<file path="config.mk">
export PLATFORM = sky130hd
export DESIGN_NAME = align_shift_ctrl_flat
export DESIGN_NICKNAME = d
export VERILOG_FILES = /design/src/rtl/align_shift_ctrl_if.sv /design/src/rtl/align_shift_ctrl.sv /design/src/flat_wrapper.sv
export SDC_FILE = /design/constraint.sdc
export NUM_CORES = 1
export LEC_CHECK = 0
export ABC_AREA = 1
export BUFFER_PORTS_ARGS = -buffer_cell sky130_fd_sc_hd__buf_2
export CORE_MARGIN = 10
export CORE_UTILIZATION = 63
export DETAILED_ROUTE_END_ITERATION = 10
export PLACE_DENSITY = 0.88
export REMOVE_ABC_BUFFERS = 1
export SYNTH_ARGS = -nofsm -noshare
export SYNTH_HDL_FRONTEND = slang
export SYNTH_SLANG_ARGS = --single-unit
</file>
<file path="constraint.sdc">
create_clock -name clk -period 5.6 [get_ports clk]
set_input_delay 1.68 -clock clk [delete_from_list [all_inputs] [get_ports clk]]
set_output_delay 1.68 -clock clk [all_outputs]
set_load 0.005 [all_outputs]
</file>
<file path="src/rtl/align_shift_ctrl_if.sv">
// Handshake bundle between the alignment-shift controller and its neighbours.
//   master : producer of exponent vectors / consumer of shift vectors (testbench, upstream)
//   slave  : align_shift_ctrl
// Signals:
//   ivalid/iready        input vector handshake
//   iexp[LANES*EXP_W]    unsigned exponents, lane k at [k*EXP_W +: EXP_W]
//   izero[LANES]         per-lane zero mask
//   ovalid/oready        shift vector handshake
//   oshift[LANES*EXP_W]  per-lane right-shift amounts, same packing as iexp
//   omax_exp[EXP_W]      max exponent over non-zero lanes
//   oall_zero            every lane was masked
interface align_shift_ctrl_if #(
    parameter int EXP_W = 10,
    parameter int LANES = 16
);
    logic                   ivalid;
    logic                   iready;
    logic [LANES*EXP_W-1:0] iexp;
    logic [LANES-1:0]       izero;
    logic                   ovalid;
    logic                   oready;
    logic [LANES*EXP_W-1:0] oshift;
    logic [EXP_W-1:0]       omax_exp;
    logic                   oall_zero;

    modport master (
        output ivalid, iexp, izero, oready,
        input  iready, ovalid, oshift, omax_exp, oall_zero
    );

    modport slave (
        input  ivalid, iexp, izero, oready,
        output iready, ovalid, oshift, omax_exp, oall_zero
    );
endinterface

</file>
<file path="src/rtl/align_shift_ctrl.sv">
// Sequencing controller for the 16-lane alignment shifter bank.
// Captures an exponent vector + zero mask, scans lanes serially for the
// maximum non-zero exponent, then produces saturated per-lane right-shift
// amounts (max - exp) and holds them until the downstream accepts.
// Ports:
//   clk    rising-edge clock
//   rst_n  asynchronous active-low reset
//   bus    align_shift_ctrl_if.slave (see interface header)

// Per-lane shift amount: max - exp, saturated at WIDTH-1; masked lanes saturate.
module align_shift_lane #(
    parameter int WIDTH = 49,
    parameter int EXP_W = 10
) (
    input  logic [EXP_W-1:0] max_i,
    input  logic [EXP_W-1:0] exp_i,
    input  logic             zero_i,
    output logic [EXP_W-1:0] shift_o
);
    localparam logic [EXP_W:0]   SAT   = (EXP_W+1)'(WIDTH-1);
    localparam logic [EXP_W-1:0] SAT_S = EXP_W'(WIDTH-1);

    logic [EXP_W:0] diff;

    // Extra bit keeps the subtraction honest; max covers every non-zero lane,
    // so only masked lanes could underflow and those are overridden anyway.
    assign diff    = {1'b0, max_i} - {1'b0, exp_i};
    assign shift_o = (zero_i || diff >= SAT) ? SAT_S : diff[EXP_W-1:0];
endmodule

module align_shift_ctrl #(
    parameter int WIDTH = 49,
    parameter int EXP_W = 10,
    parameter int LANES = 16
) (
    input  logic           clk,
    input  logic           rst_n,
    align_shift_ctrl_if.slave bus
);
    localparam int CW = $clog2(LANES);

    typedef enum logic [1:0] {IDLE, SCAN, CALC, DONE} state_t;

    state_t                        state_q, state_d;
    logic [CW-1:0]                 cnt_q;
    logic [EXP_W-1:0]              max_q;
    logic                          found_q;
    logic [LANES-1:0][EXP_W-1:0]   exp_q;
    logic [LANES-1:0]              zero_q;
    logic [LANES-1:0][EXP_W-1:0]   shift_q, shift_d;
    logic [EXP_W-1:0]              omax_q;
    logic                          allz_q;
    logic                          last_lane;

    assign last_lane = (cnt_q == CW'(LANES-1));

    // State register
    always_ff @(posedge clk or negedge rst_n) begin
        if (!rst_n) state_q <= IDLE;
        else        state_q <= state_d;
    end

    // Next-state logic
    always_comb begin
        state_d = state_q;
        case (state_q)
            IDLE: if (bus.ivalid)  state_d = SCAN;
            SCAN: if (last_lane)   state_d = CALC;
            CALC:                  state_d = DONE;
            DONE: if (bus.oready)  state_d = IDLE;
            default:               state_d = IDLE;
        endcase
    end

    // Handshake outputs decode the state register only
    always_comb begin
        bus.iready = (state_q == IDLE);
        bus.ovalid = (state_q == DONE);
    end

    // Shift calculators, one per lane
    for (genvar k = 0; k < LANES; k++) begin : g_lane
        align_shift_lane #(.WIDTH(WIDTH), .EXP_W(EXP_W)) u_lane (
            .max_i   (max_q),
            .exp_i   (exp_q[k]),
            .zero_i  (zero_q[k]),
            .shift_o (shift_d[k])
        );
    end

    // Datapath registers
    always_ff @(posedge clk or negedge rst_n) begin
        if (!rst_n) begin
            cnt_q   <= '0;
            max_q   <= '0;
            found_q <= 1'b0;
            exp_q   <= '0;
            zero_q  <= '0;
            shift_q <= '0;
            omax_q  <= '0;
            allz_q  <= 1'b0;
        end else begin
            case (state_q)
                IDLE: if (bus.ivalid) begin
                    exp_q   <= bus.iexp;
                    zero_q  <= bus.izero;
                    max_q   <= '0;
                    found_q <= 1'b0;
                    cnt_q   <= '0;
                end
                SCAN: begin
                    // found gates the first non-zero lane in even when its exponent is 0
                    if (!zero_q[cnt_q] && (!found_q || exp_q[cnt_q] > max_q)) begin
                        max_q   <= exp_q[cnt_q];
                        found_q <= 1'b1;
                    end
                    cnt_q <= cnt_q + CW'(1);
                end
                CALC: begin
                    shift_q <= shift_d;
                    omax_q  <= max_q;
                    allz_q  <= ~found_q;
                end
                default: ;
            endcase
        end
    end

    assign bus.oshift    = shift_q;
    assign bus.omax_exp  = omax_q;
    assign bus.oall_zero = allz_q;
endmodule

</file>
<file path="src/flat_wrapper.sv">
// flat-port wrapper written by rule: the top's interface ports become plain ports
module align_shift_ctrl_flat 
#(
    parameter int WIDTH = 49,
    parameter int EXP_W = 10,
    parameter int LANES = 16
)
  (clk, rst_n, bus_ivalid, bus_iexp, bus_izero, bus_oready, bus_iready, bus_ovalid, bus_oshift, bus_omax_exp, bus_oall_zero);
  align_shift_ctrl_if #(.EXP_W(EXP_W), .LANES(LANES)) bus_i ();
  input  logic clk;
  input  logic rst_n;
  input wire logic [$bits(bus_i.ivalid)-1:0] bus_ivalid;
  input wire logic [$bits(bus_i.iexp)-1:0] bus_iexp;
  input wire logic [$bits(bus_i.izero)-1:0] bus_izero;
  input wire logic [$bits(bus_i.oready)-1:0] bus_oready;
  output wire logic [$bits(bus_i.iready)-1:0] bus_iready;
  output wire logic [$bits(bus_i.ovalid)-1:0] bus_ovalid;
  output wire logic [$bits(bus_i.oshift)-1:0] bus_oshift;
  output wire logic [$bits(bus_i.omax_exp)-1:0] bus_omax_exp;
  output wire logic [$bits(bus_i.oall_zero)-1:0] bus_oall_zero;
  assign bus_i.ivalid = bus_ivalid;
  assign bus_i.iexp = bus_iexp;
  assign bus_i.izero = bus_izero;
  assign bus_i.oready = bus_oready;
  assign bus_iready = bus_i.iready;
  assign bus_ovalid = bus_i.ovalid;
  assign bus_oshift = bus_i.oshift;
  assign bus_omax_exp = bus_i.omax_exp;
  assign bus_oall_zero = bus_i.oall_zero;
  align_shift_ctrl #(.WIDTH(WIDTH), .EXP_W(EXP_W), .LANES(LANES)) u_core (.clk(clk), .rst_n(rst_n), .bus(bus_i));
endmodule
</file>
==> results.json <==
{
  "hold_viol": 0,
  "period_share_pct": 61.6,
  "yosysWarnings": 0,
  "cpMostUsedCell": "nand2_1",
  "syn_inst": 3525,
  "nets": 4205,
  "power_frac_comb_pct": 60.9,
  "critPathLaunchType": "flip-flop",
  "grt_pass1_vias": 22725,
  "post_drt_wl_per_cell_um": 17.8,
  "clock_sinks": 364,
  "hpwl_um": 57600,
  "p_int_mw": 8.36,
  "grt_pass1_wl_um": 121000,
  "slew-limit-headroom_pct": 32.0,
  "drt_iter0_markers": 2571,
  "synth_cell_types": 39,
  "max-cap-violations": 0,
  "rows": 72,
  "root_buffer": "clkbuf_16",
  "switchingPower_mw": 8.73,
  "max_stage_delay_ps": 690,
  "ys_seq_area_share_pct": 37.2,
  "outcome": "complete, no violations",
  "cp.required_ps": 6050,
  "hold_buffers": 0,
  "tightestPinTransition_ps": 1020,
  "ir_worst_vdd_v": 0.000341,
  "power.share.sequential_pct": 23.1,
  "p_leak_nw": 15.7,
  "synth_edf_count": 0,
  "clk_pin_slew_ps": 60,
  "synthFlopType": "dfrtp_1",
  "area_growth_pct": 14.5,
  "cts-resized-gates": 0,
  "start_util_pct": 63.4,
  "path_cells": "buf_4, a21oi_1, o21ai_0, nand3_1, nand3_1, nand2_1, ha_1, nand2_1, nor2_1, o211ai_1, nand3_1, nand2_1, nand2_1, nand2_2, nand3_1, nand2_1",
  "viasPerCell": 5.51,
  "syn_avg_cell_area_um2": 6.94,
  "first_pass_iters": 6,
  "synth_seq_cells": 364,
  "crit_slowest_cell": "buf_4",
  "setup_violations": 0,
  "gp_congestion": 1.01,
  "io_buffers": 352,
  "grt_max_degree": 167,
  "ff2ff_setup_slack_ps": 2150,
  "grt-ovfl-total": 0,
  "placedCellCount": 4309,
  "skew_ps": 32.9,
  "vias": 24156,
  "postCtsSetupBuffers": 0,
  "antenna_found_initial": 1,
  "max_freq_mhz": 290,
  "end_kind": "flip-flop",
  "final_cells": 4384,
  "worstSetupPathType": "reg2reg",
  "die_w_um": 217,
  "io_pins": 353,
  "rr_worst_depth": 16,
  "clk_path_buf_depth": 3,
  "cts_buffers": 41,
  "grt_use_total_pct": 32.2,
  "synth_async_sr_flop_share_pct": 100,
  "final_max_slew_viol_count": 0,
  "drt_wl_total_um": 77800,
  "die_h_um": 217,
  "crit_path_start": "u_core.cnt_q[0]",
  "cp-endpoint": "u_core.max_q[9]",
  "synth_area_mm2": 0.0245,
  "p_sw_share_pct": 51.1,
  "cp.arrival_ps": 3900,
  "r2r_start": "u_core.cnt_q[0]",
  "cts_max_level": 2,
  "r2r-end": "u_core.max_q[9]",
  "drc": 0,
  "cts_tree": "done",
  "coreArea_mm2": 0.0386,
  "critical_path_depth": 16,
  "period_needed_ps": 3450,
  "path_max_fanout": 99,
  "hold_path.class": "reg2reg",
  "drive_above_1_share_pct": 13.2,
  "pwr-share-clk_pct": 16.0,
  "die_area_mm2": 0.0471,
  "cp_top_family": "simple AND/OR/NAND/NOR gates",
  "final_antenna_net_count": 0,
  "rsz0062_at_grt": "no",
  "total_power_mw": 17.1,
  "power_density_mw_per_mm2": 610,
  "worstSkewPairLatency_ps": 600,
  "timing.critical_path.buf_inv": 1
}
[layer usage]
metal	GRT usage (%)	vias up	share of wire, %
met5	0	-	0.017
met4	17.3	2	5.4
met3	6.48	229	9.5
met2	49.1	1167	43
met1	42.6	10941	42
li1	-	11817	-
[stage by stage]
stage | area (µm²) | util, % | worst slack (ps) | TNS [ps] | hold WS [ps]
floorplan | 24000 | - | -2130 | -331690 | 462
global placement | 26600 | 69.1 | 2170 | 0 | 458
detailed placement | 26600 | 69.1 | 2100 | 0 | 460
CTS | 28000 | 72.6 | 2260 | 0 | 477
global route | 28000 | 72.6 | 1870 | 0 | 492
finish | 28000 | 72.6 | 2150 | 0 | 475
[power by group through the flow]
stage	clock [mW]	combinational, mW	sequential, mW
6_report	2.74	10.4	3.95
2_1_floorplan	0	7.51	3.85
4_1_cts	2.77	10.2	3.91
3_3_place_gp	0	9.84	3.93
3_5_place_dp	0	10.1	3.95
5_1_grt	2.87	11.8	3.99
[sequential cells by signal, summed over array words and instances (netlist names)]
register and count:
u_core.zero_q 16, u_core.state_q 2, u_core.cnt_q 4, u_core.bus.omax_exp 10
u_core.exp_q 160, u_core.bus.oall_zero 1, u_core.found_q 1, u_core.bus.oshift 160
u_core.max_q 10
[logic make-up (layout without fill, tap and decap cells)]
group	after synthesis	count (layout)	share of synthesized area [%]
other	0	1	0
adders and majority gates	191	191	10.3
and+or+nand+nor	1745	1745	29.9
AOI/OAI and AO/OA	548	548	11.7
buffers and inverters	669	1009	10.6
xor gates and xnor gates	8	8	0.286
DFF	364	364	37.2
[cell usage in the layout, fill, tap and decap left out, types with 2 or more instances in the layout]
master	Yosys	layout
buf_12	0	4
clkinv_8	0	2
o21a_1	3	3
clkinvlp_4	0	4
clkbuf_16	0	41
o21ai_0	287	287
dfrtp_1	364	363
nand2_1	1049	1049
inv_4	1	2
ha_1	175	174
nor3_1	4	4
clkbuf_8	0	11
o21ai_1	14	14
o21bai_1	15	15
a21o_1	7	7
or2_2	44	44
and2_1	5	5
or2_1	4	4
nor2_2	12	12
clkbuf_1	68	6
buf_4	1	18
a21oi_1	202	202
nor2_1	257	257
nand3_1	298	298
nand4_1	35	35
fa_1	16	16
buf_2	16	351
o21ai_2	3	3
clkinv_2	0	7
bufinv_16	0	2
xor2_1	7	7
inv_1	558	557
nand3b_1	34	34
o211ai_1	14	14
[area by class of cell]
cell class	instances	area, µm²
clock inverters	16	166
inverters	561	2120
fillers	3189	10600
multi-input cells	2492	12800
flip-flops and latches	364	9110
repair buffers	374	1990
diodes	1	2.50
well taps	518	648
clock buffers	58	1200
[how the worst min path moves through the flow]
stage          slack, ps                    from  cells after the start                     end
2_1_floorplan        460          u_core.found_q                      1    u_core.bus.oall_zero
3_3_place_gp         460   u_core.bus.oshift[13]                      2   u_core.bus.oshift[13]
3_5_place_dp         460  u_core.bus.oshift[112]                      2  u_core.bus.oshift[112]
4_1_cts              480   u_core.bus.oshift[12]                      2   u_core.bus.oshift[12]
5_1_grt              490   u_core.bus.oshift[13]                      2   u_core.bus.oshift[13]
6_report             480   u_core.bus.oshift[12]                      2   u_core.bus.oshift[12]
[worst register-to-register path: cells and delay by family, from the launching register on]
| kind | cells | cell delay (ps) |
|---|---|---|
| AOI/OAI and AO/OA | 3 | 430 |
| adders and majority gates | 1 | 310 |
| buffers and inverters | 1 | 690 |
| DFF | 1 | 380 |
| and+or+nand+nor | 11 | 1510 |
[synthesized netlist by cell type, types with 15 or more instances]
| library cell | n | share of area, % |
|---|---|---|
| o21ai_0 | 287 | 5.9 |
| o21bai_1 | 15 | 0.46 |
| a21oi_1 | 202 | 4.1 |
| clkbuf_1 | 68 | 1.0 |
| nand3b_1 | 34 | 1.0 |
| nand2_1 | 1049 | 16 |
| buf_2 | 16 | 0.33 |
| inv_1 | 558 | 8.6 |
| ha_1 | 175 | 9.0 |
| fa_1 | 16 | 1.3 |
| nand4_1 | 35 | 0.90 |
| nor2_1 | 257 | 3.9 |
| or2_2 | 44 | 1.1 |
| buf_1 | 15 | 0.23 |
| nand3_1 | 298 | 6.1 |
| dfrtp_1 | 364 | 37 |
(Power assumes the default switching activity.)
